### src/rtl/sram_axi_bridge_if.sv
// AXI4-lite style bus between the SRAM-interface bridge and the memory system.
// Single-beat, 32-bit, one transaction outstanding.
interface sram_axi_bridge_if;
  logic [31:0] araddr;
  logic        arvalid;
  logic        arready;
  logic [31:0] rdata;
  logic        rvalid;
  logic        rready;
  logic [31:0] awaddr;
  logic        awvalid;
  logic        awready;
  logic [31:0] wdata;
  logic [3:0]  wstrb;
  logic        wvalid;
  logic        wready;
  logic        bvalid;
  logic        bready;

  modport master (
    output araddr, arvalid, rready, awaddr, awvalid, wdata, wstrb, wvalid, bready,
    input  arready, rdata, rvalid, awready, wready, bvalid
  );

  modport slave (
    input  araddr, arvalid, rready, awaddr, awvalid, wdata, wstrb, wvalid, bready,
    output arready, rdata, rvalid, awready, wready, bvalid
  );
endinterface

### src/rtl/sram_axi_bridge.sv
// Bridges a CPU's instruction and data SRAM-style ports onto a single AXI master.
// Data has priority; each port's done flag blocks reissue until the pipeline advances.
module sram_axi_bridge (
  input  logic                      clk,
  input  logic                      resetn,
  input  logic                      inst_en,
  input  logic [31:0]               inst_addr,
  output logic [31:0]               inst_rdata,
  output logic                      inst_stall,
  input  logic                      data_en,
  input  logic [3:0]                data_wen,
  input  logic [31:0]               data_addr,
  input  logic [31:0]               data_wdata,
  output logic [31:0]               data_rdata,
  output logic                      data_stall,
  sram_axi_bridge_if.master         axi
);

  typedef enum logic [2:0] {
    StIdle,
    StIAr,
    StIR,
    StDAr,
    StDR,
    StDW,
    StDB
  } state_e;

  state_e      state_q, state_d;
  logic [31:0] addr_q, addr_d;
  logic [31:0] wdata_q, wdata_d;
  logic [3:0]  wstrb_q, wstrb_d;
  logic        aw_pend_q, aw_pend_d;
  logic        w_pend_q, w_pend_d;
  logic [31:0] inst_rdata_q, inst_rdata_d;
  logic [31:0] data_rdata_q, data_rdata_d;
  logic        inst_done_q, inst_done_d;
  logic        data_done_q, data_done_d;
  logic        inst_fin, data_fin;
  logic        pipe_adv;

  assign inst_stall = inst_en & ~inst_done_q;
  assign data_stall = data_en & ~data_done_q;
  assign pipe_adv   = ~inst_stall & ~data_stall;

  always_comb begin
    state_d      = state_q;
    addr_d       = addr_q;
    wdata_d      = wdata_q;
    wstrb_d      = wstrb_q;
    aw_pend_d    = aw_pend_q;
    w_pend_d     = w_pend_q;
    inst_rdata_d = inst_rdata_q;
    data_rdata_d = data_rdata_q;
    inst_fin     = 1'b0;
    data_fin     = 1'b0;

    unique case (state_q)
      StIdle: begin
        if (data_en && !data_done_q) begin
          addr_d  = data_addr;
          wstrb_d = data_wen;
          wdata_d = data_wdata;
          if (data_wen == 4'b0000) begin
            state_d = StDAr;
          end else begin
            state_d   = StDW;
            aw_pend_d = 1'b1;
            w_pend_d  = 1'b1;
          end
        end else if (inst_en && !inst_done_q) begin
          addr_d  = inst_addr;
          state_d = StIAr;
        end
      end
      StIAr: begin
        if (axi.arready) state_d = StIR;
      end
      StIR: begin
        if (axi.rvalid) begin
          inst_rdata_d = axi.rdata;
          inst_fin     = 1'b1;
          state_d      = StIdle;
        end
      end
      StDAr: begin
        if (axi.arready) state_d = StDR;
      end
      StDR: begin
        if (axi.rvalid) begin
          data_rdata_d = axi.rdata;
          data_fin     = 1'b1;
          state_d      = StIdle;
        end
      end
      StDW: begin
        // AW and W retire independently; the response is only awaited once both are accepted.
        aw_pend_d = aw_pend_q & ~axi.awready;
        w_pend_d  = w_pend_q & ~axi.wready;
        if (!aw_pend_d && !w_pend_d) state_d = StDB;
      end
      StDB: begin
        if (axi.bvalid) begin
          data_fin = 1'b1;
          state_d  = StIdle;
        end
      end
      default: state_d = StIdle;
    endcase

    // Flags drop together once neither port stalls, i.e. the pipeline has consumed both results.
    inst_done_d = pipe_adv ? 1'b0 : (inst_done_q | inst_fin);
    data_done_d = pipe_adv ? 1'b0 : (data_done_q | data_fin);
  end

  always_ff @(posedge clk or negedge resetn) begin
    if (!resetn) begin
      state_q      <= StIdle;
      addr_q       <= 32'h0;
      wdata_q      <= 32'h0;
      wstrb_q      <= 4'h0;
      aw_pend_q    <= 1'b0;
      w_pend_q     <= 1'b0;
      inst_rdata_q <= 32'h0;
      data_rdata_q <= 32'h0;
      inst_done_q  <= 1'b0;
      data_done_q  <= 1'b0;
    end else begin
      state_q      <= state_d;
      addr_q       <= addr_d;
      wdata_q      <= wdata_d;
      wstrb_q      <= wstrb_d;
      aw_pend_q    <= aw_pend_d;
      w_pend_q     <= w_pend_d;
      inst_rdata_q <= inst_rdata_d;
      data_rdata_q <= data_rdata_d;
      inst_done_q  <= inst_done_d;
      data_done_q  <= data_done_d;
    end
  end

  assign inst_rdata  = inst_rdata_q;
  assign data_rdata  = data_rdata_q;

  assign axi.araddr  = addr_q;
  assign axi.arvalid = (state_q == StIAr) || (state_q == StDAr);
  assign axi.rready  = (state_q == StIR) || (state_q == StDR);
  assign axi.awaddr  = addr_q;
  assign axi.awvalid = aw_pend_q;
  assign axi.wdata   = wdata_q;
  assign axi.wstrb   = wstrb_q;
  assign axi.wvalid  = w_pend_q;
  assign axi.bready  = (state_q == StDB);

endmodule

### src/flat_wrapper.sv
// flat-port wrapper written by rule: the top's interface ports become plain ports
module sram_axi_bridge_flat 
  (clk, resetn, inst_en, inst_addr, inst_rdata, inst_stall, data_en, data_wen, data_addr, data_wdata, data_rdata, data_stall, axi_araddr, axi_arvalid, axi_rready, axi_awaddr, axi_awvalid, axi_wdata, axi_wstrb, axi_wvalid, axi_bready, axi_arready, axi_rdata, axi_rvalid, axi_awready, axi_wready, axi_bvalid);
  sram_axi_bridge_if axi_i ();
  input  logic clk;
  input  logic resetn;
  input  logic inst_en;
  input  logic [31:0] inst_addr;
  output logic [31:0] inst_rdata;
  output logic inst_stall;
  input  logic data_en;
  input  logic [3:0] data_wen;
  input  logic [31:0] data_addr;
  input  logic [31:0] data_wdata;
  output logic [31:0] data_rdata;
  output logic data_stall;
  output wire logic [$bits(axi_i.araddr)-1:0] axi_araddr;
  output wire logic [$bits(axi_i.arvalid)-1:0] axi_arvalid;
  output wire logic [$bits(axi_i.rready)-1:0] axi_rready;
  output wire logic [$bits(axi_i.awaddr)-1:0] axi_awaddr;
  output wire logic [$bits(axi_i.awvalid)-1:0] axi_awvalid;
  output wire logic [$bits(axi_i.wdata)-1:0] axi_wdata;
  output wire logic [$bits(axi_i.wstrb)-1:0] axi_wstrb;
  output wire logic [$bits(axi_i.wvalid)-1:0] axi_wvalid;
  output wire logic [$bits(axi_i.bready)-1:0] axi_bready;
  input wire logic [$bits(axi_i.arready)-1:0] axi_arready;
  input wire logic [$bits(axi_i.rdata)-1:0] axi_rdata;
  input wire logic [$bits(axi_i.rvalid)-1:0] axi_rvalid;
  input wire logic [$bits(axi_i.awready)-1:0] axi_awready;
  input wire logic [$bits(axi_i.wready)-1:0] axi_wready;
  input wire logic [$bits(axi_i.bvalid)-1:0] axi_bvalid;
  assign axi_araddr = axi_i.araddr;
  assign axi_arvalid = axi_i.arvalid;
  assign axi_rready = axi_i.rready;
  assign axi_awaddr = axi_i.awaddr;
  assign axi_awvalid = axi_i.awvalid;
  assign axi_wdata = axi_i.wdata;
  assign axi_wstrb = axi_i.wstrb;
  assign axi_wvalid = axi_i.wvalid;
  assign axi_bready = axi_i.bready;
  assign axi_i.arready = axi_arready;
  assign axi_i.rdata = axi_rdata;
  assign axi_i.rvalid = axi_rvalid;
  assign axi_i.awready = axi_awready;
  assign axi_i.wready = axi_wready;
  assign axi_i.bvalid = axi_bvalid;
  sram_axi_bridge u_core (.clk(clk), .resetn(resetn), .inst_en(inst_en), .inst_addr(inst_addr), .inst_rdata(inst_rdata), .inst_stall(inst_stall), .data_en(data_en), .data_wen(data_wen), .data_addr(data_addr), .data_wdata(data_wdata), .data_rdata(data_rdata), .data_stall(data_stall), .axi(axi_i));
endmodule
### config.mk
export PLATFORM = sky130hd
export DESIGN_NAME = sram_axi_bridge_flat
export DESIGN_NICKNAME = d
export VERILOG_FILES = /design/src/rtl/sram_axi_bridge_if.sv /design/src/rtl/sram_axi_bridge.sv /design/src/flat_wrapper.sv
export SDC_FILE = /design/constraint.sdc
export NUM_CORES = 1
export LEC_CHECK = 0
export ABC_AREA = 1
export BUFFER_PORTS_ARGS = -buffer_cell sky130_fd_sc_hd__buf_2
export CORE_MARGIN = 2
export CORE_UTILIZATION = 25
export DETAILED_ROUTE_END_ITERATION = 16
export SYNTH_ARGS = -nofsm -noshare
export SYNTH_HDL_FRONTEND = slang
export SYNTH_SLANG_ARGS = --single-unit
export TNS_END_PERCENT = 1
### constraint.sdc
create_clock -name clk -period 1.5 [get_ports clk]
set_input_delay 0.075 -clock clk [delete_from_list [all_inputs] [get_ports clk]]
set_output_delay 0.075 -clock clk [all_outputs]
set_load 0.01 [all_outputs]
==> run metrics, run 1 <==
outcome finished clean; Mapped Nets 814; grt ovf 0; H-tree levels 4; cell taking the most area after synthesis dfrtp_1; Hold WC Path Type in2reg; initial antenna violation count 3; period utilisation layout 0.967; hold slack 0.0183 ns; most frequent cell after synthesis nand2_1; Clk pin slew, worst setup/hold paths ~0.060 ns; Synth Area in Simple Gates 0.178; final setup vio count 0; die height 160 um; Synth Flop Type dfrtp_1; unrepaired setup endpoints after global routing true; pin count of the biggest net entering global routing 66; Max Clock Skew 0.0126 ns; Crit path arrival time 1.38 ns; post-synthesis register bit count 139; Seq/Total Area, Yosys 0.571; static leakage roughly 4.9 nW; Fmax achieved about 690 MHz; Layout Cells excl Fill about 1400; post-synthesis cell type count 21; Final Total Pwr 18.9 mW; leading cell types by count after synthesis nand2_1, dfrtp_1, nor2_1; Worst-Skew Late Latency 0.42 ns; Layout area overhead 53.8%; Area contributors post-synth dfrtp_1, nand2_1, o21ai_0; syn avg cell area 9.06 sq um; initial core utilization 0.253; min cycle time layout 1.45 ns; Via Count 5699; Worst setup startpoint u_core.data_done_q; Compound-Gate Fraction of Synth Area 0.138; Ys Warns 0; IO Pins 312; Rel. slew slack 0.700; Final GP Congestion 0.788; average wire per standard cell around 14 um; Synth Area in XOR/XNOR 0; crit start category flip-flop; GRT Total Usage 0.147; Max IR drop VDD 701 uV; Residual DRC 0; Least-Margin Pin Slew roughly 0.45 ns; Synth top area share 0.571; global-route wire length before repair 29900 um; Post-Syn Instances slightly below 700; max_cap viols 0; Iter 0 DRT Violations 357; vias in the first global route 5693; CTS max path bufs 2; Core ar. 24100 sq um; Die ar. approximately 26000 sq um; placed insts approximately 1300; WL final 19300 um; critical path, cell by cell inv_2, nand2_4, buf_6, clkinvlp_4, buf_12, buf_6; layout cells sized above 1 0.390; Final Hold Fails 0; type of the worst setup path reg2out; setup TNS 0 ns; Synth Area in Adders 0; TritonCTS clock tree built; mux cell area share after synthesis 0; antenna-violating nets left 0; most frequent CP cell buf_6; hpwl dp roughly 13000 um; Worst EP required approximately 1.4 ns; number of synthesized flops with an enable pin 0; clock buffer count from CTS 17; Initial DRT Pass Iterations 4; CTS Root Buffer Type clkbuf_16; CP max FO 5; Port Buffers 311; die width 160 um; vias per cell 4.15; reg2reg start u_core.data_done_q; Crit. End Element output port; hold_sp data_addr[9]; asr flop ratio synth 1.00; CP max stage cell dfrtp_1; PD cells 2020 nW/um^2; Nets about 1200; largest family of logic cells by synthesized area simple AND/OR/NAND/NOR gates; Worst path max stage delay 0.34 ns; clk sinks 139; fin. max-slew vios 0; Rows 57; Cell Area, Synth 6090 sq um
## layout by cell type (no fill, tap or decap), types with 2 or more instances in the layout
cell             n
a21oi_1          2
buf_12          10
buf_2          307
buf_4            7
buf_6            7
bufinv_16        2
clkbuf_16       19
clkinv_2         2
clkinvlp_4       4
dfrtp_1        138
dlygate4sd3_1   76
inv_1           50
inv_2            3
inv_6            4
inv_8            2
nand2_1        189
nand2_4          2
nand3_1          5
nand3_2          2
nor2_1          64
nor2_2           8
nor2_4           3
o21a_1          32
o21ai_0         54
o21ai_1         29
o21ai_2         20
## power by group
group / internal [mW] / switching (mW)
clock network: 2.53 / 1.77
registers: 5.49 / 1.05
logic: 3.53 / 4.51
## timing repair
action,CTS,global route
endpoints found under the hold margin,246,0
hold buffers,76,0
pin swaps,0,2
gates cloned,1,3
buffers inserted,2,1
resized for setup,6,21
endpoints found under the setup margin,3,75
## final cells by class
class	count	area (sq um)
antenna	1	2.50
clock buffer	18	439
clock inverter	14	159
fill	2453	14700
inverter	55	213
multi-input combinational	413	1960
sequential	139	3480
tap	324	405
timing repair buffer	410	2710
## logic make-up after synthesis
family	Yosys count
AO/OA/AOI/OAI	137
flip-flops	139
AND/OR/NAND/NOR	276
buffers and inverters	121
## path summary, 6_finish.rpt
check / slack, ns / cells after the start / end
max in group asynchronous: 0.76 / 3 / u_core.axi.wdata[29]
max: 0.05 / 6 / data_stall
min in group asynchronous: 0.18 / 2 / u_core.inst_rdata[9]
max reg2reg: 0.09 / 9 / u_core.axi.araddr[17]
min: 0.02 / 4 / u_core.axi.araddr[9]
min reg2reg: 0.47 / 2 / u_core.axi.wdata[21]
## flip-flops by register name, indices dropped and copies added, names as in the netlist
| register | flops |
|---|---|
| u_core.axi.araddr | 32 |
| u_core.axi.awvalid | 1 |
| u_core.axi.wdata | 32 |
| u_core.axi.wstrb | 4 |
| u_core.axi.wvalid | 1 |
| u_core.data_done_q | 1 |
| u_core.data_rdata | 32 |
| u_core.inst_done_q | 1 |
| u_core.inst_rdata | 32 |
| u_core.state_q | 3 |
## through the flow
stage / utilization / setup slack, ns / instance area [sq um]
2_1_floorplan: - / 0.178 / 6090
3_3_place_gp: 0.325 / 0.0655 / 7820
3_5_place_dp: 0.325 / 0.00923 / 7820
4_1_cts: 0.384 / -0.0143 / 9260
5_1_grt: 0.389 / -0.0394 / 9370
6_report: 0.389 / 0.0496 / 9370
## worst max-delay path: cells and delay by family (launching register included)
family        cells  cell delay [ns]
buf+inv           5             0.57
simple gates      1             0.06
flops             1             0.34
## layer usage
metal	GRT usage	vias up	part of all wire
met1	0.171	2661	0.42
met5	0	-	0.0015
met3	0.0444	35	0.064
li1	-	2805	-
met2	0.251	194	0.49
met4	0.0627	4	0.030
No activity file was read; power rests on OpenSTA's default activity.
==> run 2: changes to the inputs <==
--- a/config.mk
+++ b/config.mk
@@ -7,7 +7,7 @@
 export LEC_CHECK = 0
 export ABC_AREA = 1
 export BUFFER_PORTS_ARGS = -buffer_cell sky130_fd_sc_hd__buf_2
-export CORE_MARGIN = 2
+export CORE_MARGIN = 5
 export CORE_UTILIZATION = 25
 export DETAILED_ROUTE_END_ITERATION = 16
 export SYNTH_ARGS = -nofsm -noshare
==> run metrics, run 2 (synthesized netlist as in run 1, its figures left out) <==
outcome finished clean; Max IR drop VDD 774 uV (+10%); Crit. End Element output port; Iter 0 DRT Violations 294 (-18%); Residual DRC 0 (unchanged); die height 166 um (+3.7%); PD cells 2030 nW/um^2 (+0.65%); Worst setup startpoint u_core.state_q[0]; unrepaired setup endpoints after global routing true; H-tree levels 4 (unchanged); grt ovf 0 (unchanged); pin count of the biggest net entering global routing 66 (unchanged); Setup WS pre-CTS 0.0305 ns (+0.0212 ns); fin. max-slew vios 0 (unchanged); Worst-Skew Late Latency 0.42 ns (about the same); placed instance area 7810 sq um (-0.22%); WL final 19200 um (-0.48%); Clk pin slew, worst setup/hold paths 0.06 ns (about the same); Worst R2R End u_core.axi.araddr[24]; hold slack 0.0210 ns (+0.00280 ns); Rows 57 (unchanged); layout cells sized above 1 0.379 (-0.0113); Initial DRT Pass Iterations 5 (+1); placed insts 1259 (+0.079%); Worst EP required 1.42 ns (about the same); average wire per standard cell 14.0 um (-0.19%); antenna-violating nets left 0 (unchanged); Final Hold Fails 0 (unchanged); final worst slack 0.0360 ns (-0.0136 ns); vias in the first global route 5752 (+1.0%); Max Clock Skew 0.0103 ns (-0.00231 ns); WP buf/inv 3 (-2); critical path, cell by cell buf_4, inv_1, nand3_1, nand2_1, buf_2; CP endpoint axi_rready; static leakage 4.90 nW (-0.17%); Core ar. 24200 sq um (+0.30%); clock buffer count from CTS 17 (unchanged); CTS Root Buffer Type clkbuf_16; CP max FO 6 (+1); type of the worst setup path reg2out; diode count 0 (-1); Port Buffers 311 (unchanged); TritonCTS clock tree built; critical path's top delay family flip-flops; Die ar. 27600 sq um (+7.6%); min cycle time layout 1.46 ns (+0.0136 ns); slack of the worst reg-to-reg path 0.07 ns (-0.02 ns); Nets 1174 (-0.25%); Worst path max stage delay 0.41 ns (+0.07 ns); IO Pins 312 (unchanged); final setup vio count 0 (unchanged); initial core utilization 0.252 (-0.000746); Least-Margin Pin Slew 0.380 ns (-0.0697 ns); period utilisation layout 0.976 (+0.00910); global-route wire length before repair 30800 um (+2.9%); Hold WC Path Type in2reg; max_cap viols 0 (unchanged); Rel. slew slack 0.747 (+0.0465); hpwl dp 13400 um (+6.6%); Layout Cells excl Fill 1370 (-0.29%); initial antenna violation count 1 (-2); clk sinks 139 (unchanged); vias per cell 4.11 (-0.99%); Fmax achieved 683 MHz (-0.93%); Final Instance Area 9270 sq um (-1.1%); reg2reg start u_core.data_done_q; Final GP Congestion 0.850 (+7.9%); R2R depth 8 (-1); WP depth 5 (-1); most common cell after layout, fill and taps aside buf_2; setup TNS 0 ns (unchanged); GRT Total Usage 0.138 (-0.00902); CTS max path bufs 2 (unchanged); most frequent cells in the layout buf_2, nand2_1, dfrtp_1, dlygate4sd3_1, nor2_1; CP max stage cell dfrtp_1; Layout area overhead 52.2%; Crit path arrival time 1.39 ns (about the same); die width 166 um (+3.7%); crit start category flip-flop; Via Count 5626 (-1.3%)
[run 2: worst min path at each step]
stage	startpoint	end	cells after the start
global route	data_addr[10]	u_core.axi.araddr[10]	4
global placement	resetn	u_core.inst_rdata[8]	1
CTS	data_addr[8]	u_core.axi.araddr[8]	4
floorplan	resetn	u_core.axi.araddr[0]	0
finish	data_addr[10]	u_core.axi.araddr[10]	4
detailed placement	resetn	u_core.inst_rdata[8]	1
[run 2: layout make-up]
class                      count  area (sq um)
clock inverter                12           185
sequential                   139          3480
multi-input combinational    413          1950
timing repair buffer         407          2600
inverter                      55           211
clock buffer                  20           447
fill                        2437         14900
tap                          324           405
[run 2: tightest hold or removal path, delay by kind of cell]
family | cells | cell delay [ns]
and+or+nand+nor | 1 | 0.04
buffers and inverters | 1 | 0.08
AOI/OAI and AO/OA | 2 | 0.21
[run 2: stage by stage]
step                power [mW]   util
floorplan                 11.3      -
global placement          14.0  0.323
detailed placement        14.1  0.323
CTS                       19.1  0.383
global route              20.2  0.384
finish                    18.8  0.384
[run 2: power breakdown]
group	switching, mW	internal [mW]	leakage (nW)
combinational	4.39	3.33	2.90
clock	1.68	2.86	0.311
sequential	1.07	5.49	1.68
total	7.13	11.7	4.90
[run 2: what timing repair did]
action	4_1_cts	5_1_grt
gates cloned	1	0
endpoints found under the setup margin	2	54
hold buffers	74	0
resized for setup	4	13
setup buffers	4	0
endpoints found under the hold margin	244	0
[run 2: layer usage]
layer	vias to the layer above	track usage	routed length (um)
li1	2806	-	-
met1	2594	0.164	8040
met2	186	0.230	9330
met3	38	0.0474	1280
met4	2	0.0534	532
met5	-	0	13
